## config.mk

```make
export PLATFORM = sky130hd
export DESIGN_NAME = wash_session_ctrl
export DESIGN_NICKNAME = d
export VERILOG_FILES = /design/src/rtl/wash_pkg.sv /design/src/rtl/wash_session_ctrl_rise_detect.sv /design/src/rtl/wash_session_ctrl.sv
export SDC_FILE = /design/constraint.sdc
export NUM_CORES = 1
export LEC_CHECK = 0
export CORE_UTILIZATION = 36
export CTS_BUF_LIST = sky130_fd_sc_hd__clkbuf_8
export CTS_CLUSTER_SIZE = 40
export DETAILED_ROUTE_END_ITERATION = 16
export SLEW_MARGIN = 20
export SYNTH_ARGS = -nofsm -noshare
export SYNTH_HDL_FRONTEND = slang
export SYNTH_SLANG_ARGS = --single-unit
```

## constraint.sdc

```tcl
create_clock -name clk -period 7 [get_ports clk]
set_input_delay 1.75 -clock clk [delete_from_list [all_inputs] [get_ports clk]]
set_output_delay 1.75 -clock clk [all_outputs]
set_load 0.03 [all_outputs]
```

## src/rtl/wash_pkg.sv

```systemverilog
// Shared types and default constants for the wash session front end.
// Pulled in by the session controller and its edge detectors.
package wash_pkg;

    typedef enum logic [2:0] {
        ST_IDLE,
        ST_LAUNCH,
        ST_RUN,
        ST_FINISH,
        ST_REFUND
    } wash_sess_state_t;

    localparam int DEF_PRICE_SINGLE = 1;
    localparam int DEF_PRICE_DOUBLE = 2;
    localparam int DEF_MAX_CREDIT   = 7;
    localparam int DEF_CREDIT_W     = 3;
    localparam int DEF_RUN_TIMEOUT  = 4096;

    // Width of a counter that must hold 0 .. timeout-1.
    function automatic int tmr_width(input int timeout);
        return (timeout > 2) ? $clog2(timeout) : 1;
    endfunction

endpackage

```

## src/rtl/wash_session_ctrl_rise_detect.sv

```systemverilog
// One-flop rising-edge detector; the event is the current level
// with the previous sampled level low.
module rise_detect (
    input  logic clk,
    input  logic reset_n,
    input  logic d,
    output logic rise
);

    logic prev_d;
    logic prev_q;

    always_comb prev_d = d;

    always_ff @(posedge clk or negedge reset_n) begin
        if (!reset_n) begin
            prev_q <= 1'b0;
        end else begin
            prev_q <= prev_d;
        end
    end

    assign rise = d & ~prev_q;

endmodule

```

## src/rtl/wash_session_ctrl.sv

```systemverilog
// Coin counting, pricing and session sequencing in front of the
// washing machine controller; all outputs come straight from flops.
module wash_session_ctrl
    import wash_pkg::*;
#(
    parameter int PRICE_SINGLE = DEF_PRICE_SINGLE,
    parameter int PRICE_DOUBLE = DEF_PRICE_DOUBLE,
    parameter int MAX_CREDIT   = DEF_MAX_CREDIT,
    parameter int CREDIT_W     = DEF_CREDIT_W,
    parameter int RUN_TIMEOUT  = DEF_RUN_TIMEOUT
) (
    input  logic                clk,
    input  logic                reset_n,
    input  logic                coin_sense,
    input  logic                sel_double,
    input  logic                start_btn,
    input  logic                cancel_btn,
    input  logic                lid_open,
    input  logic                wash_done,
    output logic                coin_in,
    output logic                double_wash,
    output logic                timer_pause,
    output logic [CREDIT_W-1:0] credit,
    output logic                refund_pulse,
    output logic                busy,
    output logic                fault
);

    localparam int TW = tmr_width(RUN_TIMEOUT);
    localparam int SW = CREDIT_W + 1;
    localparam logic [SW-1:0] P_SINGLE = SW'(PRICE_SINGLE);
    localparam logic [SW-1:0] P_DOUBLE = SW'(PRICE_DOUBLE);
    localparam logic [SW-1:0] MAX_C    = SW'(MAX_CREDIT);
    localparam logic [TW-1:0] TMR_LAST = TW'(RUN_TIMEOUT - 1);

    logic coin_ev, start_ev, cancel_ev, done_ev;

    rise_detect u_coin   (.clk(clk), .reset_n(reset_n), .d(coin_sense), .rise(coin_ev));
    rise_detect u_start  (.clk(clk), .reset_n(reset_n), .d(start_btn),  .rise(start_ev));
    rise_detect u_cancel (.clk(clk), .reset_n(reset_n), .d(cancel_btn), .rise(cancel_ev));
    rise_detect u_done   (.clk(clk), .reset_n(reset_n), .d(wash_done),  .rise(done_ev));

    wash_sess_state_t    state_q, state_d;
    logic [CREDIT_W-1:0] credit_q, credit_d;
    logic [TW-1:0]       tmr_q, tmr_d;
    logic                drain_q, drain_d;
    logic                pend_q, pend_d;
    logic                coin_in_q, coin_in_d;
    logic                dw_q, dw_d;
    logic                pause_q, pause_d;
    logic                refund_q, refund_d;
    logic                busy_q, busy_d;
    logic                fault_q, fault_d;

    logic [SW-1:0] price;
    logic [SW-1:0] sum;
    logic          take, dec, sat, extra;

    always_comb begin
        state_d = state_q;
        dw_d    = dw_q;
        tmr_d   = tmr_q;
        fault_d = fault_q;
        drain_d = 1'b0;
        take    = 1'b0;
        dec     = 1'b0;
        price   = sel_double ? P_DOUBLE : P_SINGLE;

        unique case (state_q)
            ST_IDLE: begin
                if (start_ev && ({1'b0, credit_q} >= price)) begin
                    take    = 1'b1;
                    dw_d    = sel_double;
                    state_d = ST_LAUNCH;
                end else if (cancel_ev && (credit_q != '0)) begin
                    drain_d = 1'b1;
                    state_d = ST_REFUND;
                end
            end
            ST_LAUNCH: begin
                tmr_d   = '0;
                state_d = ST_RUN;
            end
            ST_RUN: begin
                // A done event in the last allowed cycle beats the timeout.
                if (done_ev) begin
                    state_d = ST_FINISH;
                end else if (!pause_q) begin
                    if (tmr_q == TMR_LAST) begin
                        fault_d = 1'b1;
                        state_d = ST_FINISH;
                    end else begin
                        tmr_d = tmr_q + 1'b1;
                    end
                end
            end
            ST_FINISH: begin
                dw_d    = 1'b0;
                state_d = ST_IDLE;
            end
            ST_REFUND: begin
                if (drain_q) begin
                    dec = 1'b1;
                end else begin
                    drain_d = 1'b1;
                end
            end
            default: state_d = ST_IDLE;
        endcase

        sum      = {1'b0, credit_q} + SW'(coin_ev) - (take ? price : '0) - SW'(dec);
        sat      = coin_ev && (sum > MAX_C);
        credit_d = sat ? credit_q : sum[CREDIT_W-1:0];

        if (dec && (credit_d == '0)) begin
            state_d = ST_IDLE;
        end

        // A rejected coin rides on a free slot, else waits one behind the drain.
        extra = sat | pend_q;
        if (drain_d) begin
            refund_d = 1'b1;
            pend_d   = extra;
        end else begin
            refund_d = extra;
            pend_d   = sat & pend_q;
        end

        coin_in_d = (state_d == ST_LAUNCH);
        busy_d    = (state_d == ST_LAUNCH) || (state_d == ST_RUN) ||
                    (state_d == ST_FINISH);
        pause_d   = (state_d == ST_RUN) && lid_open;
    end

    always_ff @(posedge clk or negedge reset_n) begin
        if (!reset_n) begin
            state_q   <= ST_IDLE;
            credit_q  <= '0;
            tmr_q     <= '0;
            drain_q   <= 1'b0;
            pend_q    <= 1'b0;
            coin_in_q <= 1'b0;
            dw_q      <= 1'b0;
            pause_q   <= 1'b0;
            refund_q  <= 1'b0;
            busy_q    <= 1'b0;
            fault_q   <= 1'b0;
        end else begin
            state_q   <= state_d;
            credit_q  <= credit_d;
            tmr_q     <= tmr_d;
            drain_q   <= drain_d;
            pend_q    <= pend_d;
            coin_in_q <= coin_in_d;
            dw_q      <= dw_d;
            pause_q   <= pause_d;
            refund_q  <= refund_d;
            busy_q    <= busy_d;
            fault_q   <= fault_d;
        end
    end

    assign coin_in      = coin_in_q;
    assign double_wash  = dw_q;
    assign timer_pause  = pause_q;
    assign credit       = credit_q;
    assign refund_pulse = refund_q;
    assign busy         = busy_q;
    assign fault        = fault_q;

endmodule

```

==> parameters.txt, run 1 <==
Parameter                              Value

Worst setup path
  Slowest stage delay, CP ... 0.49 ns
  Data required time of the critical path ... 7.15 ns
  CP Class ... in2reg
  Series of cell instances along the critical path ... clkdlybuf4s50_1 -> inv_1 -> ha_1 -> nand2b_1 -> a211oi_1 -> nor3b_2 -> nand2_1 -> fa_1 -> inv_1 -> fa_1 -> inv_1 -> ha_1 -> fa_1 -> xnor2_1 -> nand2_1 -> mux2i_1 -> nor3b_1 -> o21ai_0
  Data arrival, critical path ... 5.48 ns
  Cell type group with the largest total delay on the critical path ... adder cells
  Worst-path fanout max ... 6
  Setup crit end kind ... flip-flop
  Crit start category ... primary input
  Buffers plus inverters on the worst setup path ... 4
  CP max-delay cell ... clkdlybuf4s50_1

Place
  Number of placed cells counting well taps ... 223
  Worst slack at placement ... 1.37 ns
  Number of I/O port buffers ... 16
  Final weighted congestion in routability-driven placement ... 0.797
  DPL Wire Length ... 2.22 mm
  Instance area after placement ... 0.00185 sq mm

Synth
  Number of synthesized register bits ... 30
  Top cell type's share of synthesized area ... 45.5%
  Count of warnings emitted by yosys ... 0
  Cell type with the highest aggregate area in the netlist ... dfrtp_1
  Netlist cell types ... 42
  Mean post-synth cell area ... 10.4 sq um
  Share of the yosys chip area belonging to registers ... 45.5%
  Main area contributors after synthesis ... dfrtp_1 45%, nor2_1 3.9%, ha_1 3.8%
  Count of flip-flops with a built-in enable after synthesis ... 0
  Post-Synthesis Cell Area ... 0.00165 sq mm
  Proportion of synthesized flip-flops having asynchronous set or reset ... 100%
  Mapped Cells ... 158
  Leading register cell type out of synthesis ... dfrtp_1
  Syn_nets ... 174

Timing
  Rel. slew slack ... 42.8%
  Fmax ... 0.188 GHz
  Number of pins exceeding their max-slew limit in the final report ... 0
  Setup violations, final ... 0
  Final clock period utilization by the worst path ... 76.1%
  Unrepaired setup endpoints after global routing ... false
  Worst-case hold slack ... 0.458 ns
  Largest clock skew in the final design ... 0.00671 ns
  Final Hold Viols ... 0
  Final TNS setup ... 0 ns
  Minimum clock period ... 5.33 ns
  Final worst slack ... 1.67 ns
  Least-Margin Pin Slew ... 0.854 ns

Route
  Number of detailed-route iterations in the first pass ... 4
  Post-detailed-route DRC marker count ... 0
  Drt via density ... 5.10
  Average detailed-routed wire length per instance ... 13.4 um
  Antenna-violating nets left ... 0
  Vias after detailed routing ... 1179
  Final Routed Wirelength ... 3.10 mm
  Initial DRC count ... 59

Floorplan
  Die outline area ... 0.00486 sq mm
  Starting density of the core ... 37.6%
  # rows ... 24
  Die extent in x ... 69.7 um
  Die boundary height ... 69.7 um
  I/O pin total ... 17
  Core Region ... 0.00438 sq mm

Power
  Share of total power in the clock network ... 20.7%
  P_int ... 0.418 mW
  Leakage ... 0.855 nW
  Share of total power consumed by net switching ... 39.3%
  Pwr Total ... 0.688 mW
  Power density over the cells ... 354 mW/mm^2
  Flop pwr share ... 39.3%
  Maximum vdd drop ... 0.191 mV
  Switching power ... 0.270 mW
  Relative contribution of combinational cells to total power ... 40.0%

Clock tree
  Root Driver ... clkbuf_8
  Source-to-sink clock delay at the later pin of the worst-skew pair ... 0.28 ns
  Clock tree from TritonCTS ... yes
  Number of buffers inserted by post-CTS setup repair ... 0
  Hold buffer count at cts ... 0
  H-tree level count ... 2
  Post-cts resize count ... 0
  Max Buffers Root-to-Sink ... 2
  Sinks on Clock Net ... 30
  Clock edge transition at the registers on the reported setup and hold paths ... 0.07 ns
  Number of buffers inserted during clock tree synthesis ... 5

Final layout
  Commonest non-fill, non-tap cell in the layout ... dfrtp_1
  Layout overhead on the synthesized area ... 17.7%
  Final instance area ... 0.00194 sq mm
  Largest reg by FF count ... tmr_q
  # nets final ... 194
  Count of placed standard cells in the final layout, fillers left out ... 231
  Most frequent cells in the layout ... 30 x dfrtp_1, 17 x nor2_1, 16 x clkdlybuf4s50_1, 10 x inv_1, 9 x nand2_1
  Share of cells above drive strength 1 ... 10.6%
  Largest register FFs ... 12
  Util after Layout ... 44.3%
  Antenna diode instance count ... 0

GRT
  Maximum number of pins on one net before global-route repair ... 31
  Total global routing overflow ... 0
  Overall track demand over capacity in global routing ... 14.0%
  Via count of the first global-routing pass ... 1162
  Global-route wire length before repair ... 5.30 mm
  Number of antenna violations at the first check in global routing ... 0

Flow run
  Max-cap check violation count ... 0

Min path
  Worst Hold Class ... reg2reg

Status
  Result of the run ... finished clean
==> per-layer routing <==
metal	vias up	part of all wire (%)	GRT usage, %
met5	-	0	0
li1	588	-	-
met1	576	49	17.2
met2	13	48	23.1
met4	0	0.74	5.33
met3	2	2.9	4.36
==> path summary, 6_finish.rpt <==
path,start,cells after the start,slack [ns],to
max reg2reg,credit[0],17,3.21,state_q[2]
min,fault,1,0.46,fault
max,sel_double,18,1.67,state_q[2]
min in group asynchronous,reset_n,2,1.86,tmr_q[8]
max in group asynchronous,reset_n,2,4.84,tmr_q[2]
min reg2reg,fault,1,0.46,fault
==> synth_stat cells, types with 4 or more instances <==
master / instances
xor2_1: 4
nand2_1: 9
o21ai_0: 8
nor2_1: 17
nand3_1: 7
dfrtp_1: 30
nor2b_1: 4
nand2b_1: 4
a21oi_1: 4
xnor2_1: 7
inv_1: 9
ha_1: 5
nand4_1: 5
==> logic make-up (layout without fill, tap and decap cells) <==
family | Yosys count | in the layout | synth area share (%)
buf+inv | 14 | 35 | 4.40
flops | 30 | 30 | 45.5
simple gates | 71 | 71 | 27.3
fa+ha+maj | 9 | 9 | 8.04
xor+xnor | 11 | 11 | 5.84
compound gates | 21 | 21 | 7.73
mux | 2 | 2 | 1.21
==> power by group through the flow <==
stage                     Clock [mW]  Sequential (mW)  Combinational (mW)
after global placement             0            0.272               0.265
after detailed placement           0            0.274               0.276
after global routing           0.155            0.279               0.304
final                          0.142            0.271               0.275
after floorplan                    0            0.288               0.176
after CTS                      0.148            0.271               0.278
==> final cells by class <==
type	count	area [sq um]
clock inverters	2	8.76
fillers	417	2440
clock buffers	6	82.6
inverters	9	33.8
multi-input cells	114	827
well taps	52	65.1
repair buffers	18	175
flip-flops and latches	30	751
(Power assumes the default switching activity.)
==> run 2, diff against run 1 <==
==> constraint.sdc (replaced) <==
create_clock -name clk -period 5.1 [get_ports clk]
set_input_delay 1.275 -clock clk [delete_from_list [all_inputs] [get_ports clk]]
set_output_delay 1.275 -clock clk [all_outputs]
set_load 0.03 [all_outputs]
==> parameters.txt, run 2 (synthesis gave the netlist of run 1 again) <==
Parameter                              Value

Clock tree
  Post-cts resize count ... 0 (unchanged)
  Number of buffers inserted during clock tree synthesis ... 5 (unchanged)
  Clock edge transition at the registers on the reported setup and hold paths ... 0.06 ns (about the same)
  Sinks on Clock Net ... 30 (unchanged)
  H-tree level count ... 2 (unchanged)
  Root Driver ... clkbuf_8
  Max Buffers Root-to-Sink ... 2 (unchanged)
  Hold buffer count at cts ... 0 (unchanged)
  Source-to-sink clock delay at the later pin of the worst-skew pair ... 0.28 ns (about the same)
  Clock tree from TritonCTS ... yes
  Number of buffers inserted by post-CTS setup repair ... 0 (unchanged)

Final layout
  Final instance area ... 0.00195 sq mm (+0.32%)
  Share of cells above drive strength 1 ... 11.2% (+0.56 points)
  # nets final ... 196 (+1.0%)
  Most frequent cells in the layout ... 30 x dfrtp_1, 17 x nor2_1, 16 x clkdlybuf4s50_1, 9 x inv_1, 9 x nand2_1
  Largest reg by FF count ... tmr_q
  Layout overhead on the synthesized area ... 18.1%
  Largest register FFs ... 12 (unchanged)
  Commonest non-fill, non-tap cell in the layout ... dfrtp_1
  Util after Layout ... 44.5% (+0.14 points)
  Antenna diode instance count ... 0 (unchanged)
  Fillers ... 415 (-0.48%)

Timing
  Least-Margin Pin Slew ... 0.845 ns (-0.00841 ns)
  Minimum clock period ... 4.80 ns
  Final Hold Viols ... 0 (unchanged)
  Rel. slew slack ... 43.3% (+0.56 points)
  Setup violations, final ... 0 (unchanged)
  Unrepaired setup endpoints after global routing ... false
  Final clock period utilization by the worst path ... 94.0%
  Fmax ... 0.209 GHz
  Number of pins exceeding their max-slew limit in the final report ... 0 (unchanged)
  Largest clock skew in the final design ... 0.00580 ns (-0.000912 ns)

Worst setup path
  CP Class ... in2reg
  Setup crit end kind ... flip-flop
  Crit start category ... primary input
  Worst-path fanout max ... 3 (-3)
  Data arrival, critical path ... 4.95 ns (-0.53 ns)
  Data required time of the critical path ... 5.25 ns (-1.90 ns)

Place
  Final weighted congestion in routability-driven placement ... 0.813 (+2.0%)
  Instance area after placement ... 0.00187 sq mm (+0.81%)
  Number of I/O port buffers ... 16 (unchanged)
  DPL Wire Length ... 2.23 mm (+0.28%)

Min path
  Worst Hold Class ... reg2reg

GRT
  GRT met2 Usage ... 22.4% (-0.65 points)
  Total global routing overflow ... 0 (unchanged)
  Global-route wire length before repair ... 5.59 mm (+5.5%)
  Maximum number of pins on one net before global-route repair ... 31 (unchanged)
  Number of antenna violations at the first check in global routing ... 0 (unchanged)
  Overall track demand over capacity in global routing ... 14.8% (+0.77 points)
  Via count of the first global-routing pass ... 1207 (+3.9%)
  GR Util met3 ... 4.07% (-0.29 points)
  Met1 demand-to-capacity share in global routing ... 19.2% (+2.0 points)
  Busiest layer in global routing ... met2

Route
  Antenna-violating nets left ... 0 (unchanged)
  Vias after detailed routing ... 1186 (+0.59%)
  Initial DRC count ... 67 (+14%)
  Drt via density ... 5.13 (+0.59%)
  Final Routed Wirelength ... 3.07 mm (-0.87%)
  Number of detailed-route iterations in the first pass ... 4 (unchanged)
  Post-detailed-route DRC marker count ... 0 (unchanged)
  Average detailed-routed wire length per instance ... 13.3 um (-0.87%)

Status
  Result of the run ... finished clean

Power
  Maximum vdd drop ... 0.309 mV (+62%)
  Power density over the cells ... 480 mW/mm^2 (+35%)
  Leakage ... 0.855 nW (about the same)

Floorplan
  Starting density of the core ... 37.6% (unchanged)
  Die extent in x ... 69.7 um (unchanged)
  I/O pin total ... 17 (unchanged)
  # rows ... 24 (unchanged)
  Die outline area ... 0.00486 sq mm (unchanged)
  Die boundary height ... 69.7 um (unchanged)
  Core Region ... 0.00438 sq mm (unchanged)

Flow run
  Max-cap check violation count ... 0 (unchanged)
[run 2: cell types whose count changed in the layout (fill, tap and decap cells not counted), sizes merged]
| cell | before | now |
|---|---|---|
| clkinv | 1 | 0 |
| inv | 10 | 9 |
| buf | 2 | 4 |
[run 2: final cells by class]
class	count	area, sq um	area share (%)
clock buffer	6	82.6	4.24
tap	52	65.1	3.34
multi-input combinational	114	827	42.4
timing repair buffer	20	190	9.76
inverter	9	33.8	1.73
sequential	30	751	38.5
[run 2: per-layer routing]
layer	part of all wire, %	up-vias
met3	3.4	8
met4	2.6	0
met1	49	569
li1	-	590
met5	0	-
met2	45	19
[run 2: worst max-delay path, stage by stage]
cell and delay, ns:
clkdlybuf4s50_1 0.50, inv_1 0.09, ha_1 0.29, nand2b_1 0.14, a211oi_1 0.34, nor3b_2 0.11
nand2_1 0.10, fa_1 0.16, inv_1 0.05, fa_1 0.49, inv_1 0.05, ha_1 0.20
fa_1 0.42, xnor2_1 0.21, nand2_1 0.11, mux2i_1 0.14, nor3b_1 0.17, o21ai_0 0.10
[run 2: path summary, 6_finish.rpt]
check | startpoint | to | slack, ns | cells after the start
max in group asynchronous | reset_n | busy | 3.45 | 2
min in group asynchronous | reset_n | tmr_q[8] | 1.38 | 2
worst min-delay path | fault | fault | 0.46 | 1
worst max-delay path | sel_double | state_q[2] | 0.30 | 18
worst min register to register | fault | fault | 0.46 | 1
worst max register to register | credit[0] | state_q[2] | 1.38 | 17
[run 2: metrics by stage]
stage	power, mW	hold slack [ns]	setup TNS, ns	std cells	setup WS (ns)
global placement	0.744	0.445	0	225	0.194
detailed placement	0.756	0.456	-0.00406	225	-0.00406
finish	0.936	0.460	0	231	0.305
global route	1.01	0.495	0	231	0.0423
CTS	0.949	0.470	0	231	0.323
floorplan	0.637	0.443	0	158	0.781
[run 2: where the power goes]
group | total, mW | leakage, nW | internal, mW | switching [mW]
Combinational | 0.377 | 0.423 | 0.176 | 0.200
Sequential | 0.373 | 0.389 | 0.295 | 0.0776
Clock | 0.186 | 0.0431 | 0.104 | 0.0823
==> run 3, diff against run 2 <==
--- a/config.mk
+++ b/config.mk
@@ -5,6 +5,8 @@
 export SDC_FILE = /design/constraint.sdc
 export NUM_CORES = 1
 export LEC_CHECK = 0
+export ABC_AREA = 1
+export CORE_MARGIN = 3
 export CORE_UTILIZATION = 36
 export CTS_BUF_LIST = sky130_fd_sc_hd__clkbuf_8
 export CTS_CLUSTER_SIZE = 40
==> parameters.txt, run 3 <==
Parameter                              Value

Floorplan
  I/O pin total ... 17 (unchanged)
  Die outline area ... 0.00565 sq mm (+16%)
  Die extent in x ... 75.2 um (+7.9%)
  Die boundary height ... 75.2 um (+7.9%)
  Starting density of the core ... 38.5% (+0.86 points)
  Core Region ... 0.00447 sq mm (+2.1%)
  # rows ... 24 (unchanged)

GRT
  Overall track demand over capacity in global routing ... 14.3% (-0.51 points)
  Total global routing overflow ... 0 (unchanged)
  Number of antenna violations at the first check in global routing ... 0 (unchanged)
  Global-route wire length before repair ... 6.18 mm (+10%)
  Via count of the first global-routing pass ... 1394 (+15%)
  Maximum number of pins on one net before global-route repair ... 31 (unchanged)

Route
  Final Routed Wirelength ... 3.36 mm (+9.3%)
  Initial DRC count ... 54 (-19%)
  Average detailed-routed wire length per instance ... 11.2 um (-16%)
  Antenna-violating nets left ... 0 (unchanged)
  Drt via density ... 4.58 (-11%)
  Vias after detailed routing ... 1373 (+16%)
  Post-detailed-route DRC marker count ... 0 (unchanged)
  Number of detailed-route iterations in the first pass ... 4 (unchanged)

Synth
  List of most frequent post-synthesis cells ... 72 x nand2_1, 30 x dfrtp_1, 29 x inv_1, 27 x nor2_1, 11 x nand3_1
  Cell type with the highest aggregate area in the netlist ... dfrtp_1
  Share of the yosys chip area belonging to registers ... 43.6% (-1.9 points)
  Leading register cell type out of synthesis ... dfrtp_1
  Post-Synthesis Cell Area ... 0.00172 sq mm (+4.4%)
  Mean post-synth cell area ... 7.69 sq um (-26%)
  Count of warnings emitted by yosys ... 0 (unchanged)
  Proportion of synthesized flip-flops having asynchronous set or reset ... 100% (unchanged)
  Count of flip-flops with a built-in enable after synthesis ... 0 (unchanged)
  Netlist cell types ... 26 (-38%)
  Library cell with the highest instance count after synthesis ... nand2_1
  Number of synthesized register bits ... 30 (unchanged)
  Main area contributors after synthesis ... dfrtp_1 44%, nand2_1 16%, inv_1 6.3%
  Mapped Cells ... 224 (+42%)
  Top cell type's share of synthesized area ... 43.6% (-1.9 points)
  Syn_nets ... 240 (+38%)

Final layout
  Combined area of the multi-input logic cells ... 826 sq um (-0.15%)
  # nets final ... 263 (+34%)
  Fillers ... 425 (+2.4%)
  Antenna diode instance count ... 0 (unchanged)
  Commonest non-fill, non-tap cell in the layout ... nand2_1
  Share of cells above drive strength 1 ... 9.68% (-1.5 points)
  Largest register FFs ... 12 (unchanged)
  Layout overhead on the synthesized area ... 19.5%
  Largest reg by FF count ... tmr_q
  Storage cell area ... 751 sq um (unchanged)
  Most frequent cells in the layout ... 72 x nand2_1, 30 x dfrtp_1, 29 x inv_1, 27 x nor2_1, 16 x clkdlybuf4s50_1

Timing
  Fmax ... 0.223 GHz (+7.0%)
  Rel. slew slack ... 66.6% (+23 points)
  Final worst slack ... 0.619 ns (+0.315 ns)
  Least-Margin Pin Slew ... 0.498 ns (-0.347 ns)
  Unrepaired setup endpoints after global routing ... false
  Final TNS setup ... 0 ns (unchanged)
  Final Hold Viols ... 0 (unchanged)
  Largest clock skew in the final design ... 0.00524 ns (-0.000562 ns)
  Minimum clock period ... 4.48 ns (-0.315 ns)
  Number of pins exceeding their max-slew limit in the final report ... 0 (unchanged)
  Final clock period utilization by the worst path ... 87.9% (-6.2 points)
  Setup violations, final ... 0 (unchanged)

Clock tree
  Max Buffers Root-to-Sink ... 2 (unchanged)
  Number of buffers inserted during clock tree synthesis ... 5 (unchanged)
  Hold buffer count at cts ... 0 (unchanged)
  Source-to-sink clock delay at the later pin of the worst-skew pair ... 0.27 ns (about the same)
  H-tree level count ... 2 (unchanged)
  Clock edge transition at the registers on the reported setup and hold paths ... 0.06 ns (about the same)
  Number of buffers inserted by post-CTS setup repair ... 0 (unchanged)
  Post-cts resize count ... 0 (unchanged)
  Clock tree from TritonCTS ... yes
  Sinks on Clock Net ... 30 (unchanged)
  Root Driver ... clkbuf_8

Worst setup path
  CP max-delay cell ... fa_1
  Data arrival, critical path ... 4.64 ns (-0.31 ns)
  Setup crit end kind ... flip-flop
  CP Class ... in2reg
  Data required time of the critical path ... 5.26 ns (about the same)
  Slowest stage delay, CP ... 0.47 ns (-0.03 ns)
  Most used cell along the critical path ... nand2_1
  Worst-path fanout max ... 9 (+6)
  Series of cell instances along the critical path ... clkdlybuf4s50_1 -> inv_1 -> ha_1 -> o21ai_0 -> nand2_1 -> nand4_1 -> inv_2 -> nand2_1 -> fa_1 -> inv_1 -> fa_1 -> inv_1 -> ha_1 -> fa_1 -> nand2_1 -> nand3_1 -> o21ai_1 -> nand2_1 -> nor2_1 -> nor2_1
  Crit start category ... primary input

Power
  Pwr Total ... 0.929 mW (-0.67%)
  Leakage ... 1.03 nW (+20%)
  Maximum vdd drop ... 0.319 mV (+3.2%)
  Power density over the cells ... 452 mW/mm^2 (-5.9%)

Place
  Worst slack at placement ... 0.320 ns (+0.324 ns)
  DPL Wire Length ... 2.58 mm (+16%)
  Number of I/O port buffers ... 16 (unchanged)
  Final weighted congestion in routability-driven placement ... 0.841 (+3.3%)

Flow run
  Max-cap check violation count ... 0 (unchanged)

Status
  Result of the run ... finished clean

Min path
  Worst Hold Class ... reg2reg
## run 3: cell count changes in the layout (fill, tap and decap cells not counted), moves of 5 or more
cell	previous run	this run
nand2_1	9	72
xnor2_1	7	0
inv_2	0	6
nand4_1	5	10
inv_1	9	29
o21ai_0	8	2
nor2_1	17	27
## run 3: critical path, delay by kind of cell
family          cells  cell delay [ns]
compound gates      2             0.40
fa+ha+maj           5             1.48
buf+inv             5             0.69
simple gates        8             0.80
## run 3: worst paths after layout
path                             from         end  slack, ns  depth (start not counted)
min reg2reg                     fault       fault       0.48                          1
max                        sel_double  state_q[2]       0.62                         20
max in group asynchronous     reset_n   credit[1]       3.43                          2
min in group asynchronous     reset_n    tmr_q[0]       1.38                          2
min                             fault       fault       0.48                          1
max reg2reg                 credit[0]  state_q[2]       1.69                         19
## run 3: layout make-up
cell class / count / area share (%)
Clock buffer: 8 / 5.35
Sequential cell: 30 / 36.5
Inverter: 35 / 6.38
Tap cell: 52 / 3.16
Multi-Input combinational cell: 157 / 40.1
Timing Repair Buffer: 18 / 8.51
## run 3: cell families after synthesis
kind of cell               after synthesis  synth area share [%]
AOI/OAI and AO/OA                       13                  5.30
adders and majority gates                8                  7.12
and+or+nand+nor                        130                  32.5
buffers and inverters                   37                  8.50
xor gates and xnor gates                 6                  3.05
DFF                                     30                  43.6
## run 3: per-stage QoR
stage	hold WS, ns	util, %	cells	instance area, sq um
2_1_floorplan	0.466	-	224	1720
3_5_place_dp	0.465	43.5	292	1950
4_1_cts	0.482	46.0	300	2060
3_3_place_gp	0.470	43.5	292	1950
5_1_grt	0.517	46.0	300	2060
6_report	0.481	46.0	300	2060
## run 3: metal layers
metal	GRT usage (%)	vias up	wire, um
li1	-	746	-
met1	18.7	609	1680
met2	23.0	16	1530
met3	4.27	2	119
met4	4.08	0	27
met5	0	-	0
## run 3: power by group
group | internal, mW | switching (mW)
sequential | 0.284 | 0.0429
combinational | 0.139 | 0.247
clock | 0.136 | 0.0801
total | 0.559 | 0.370
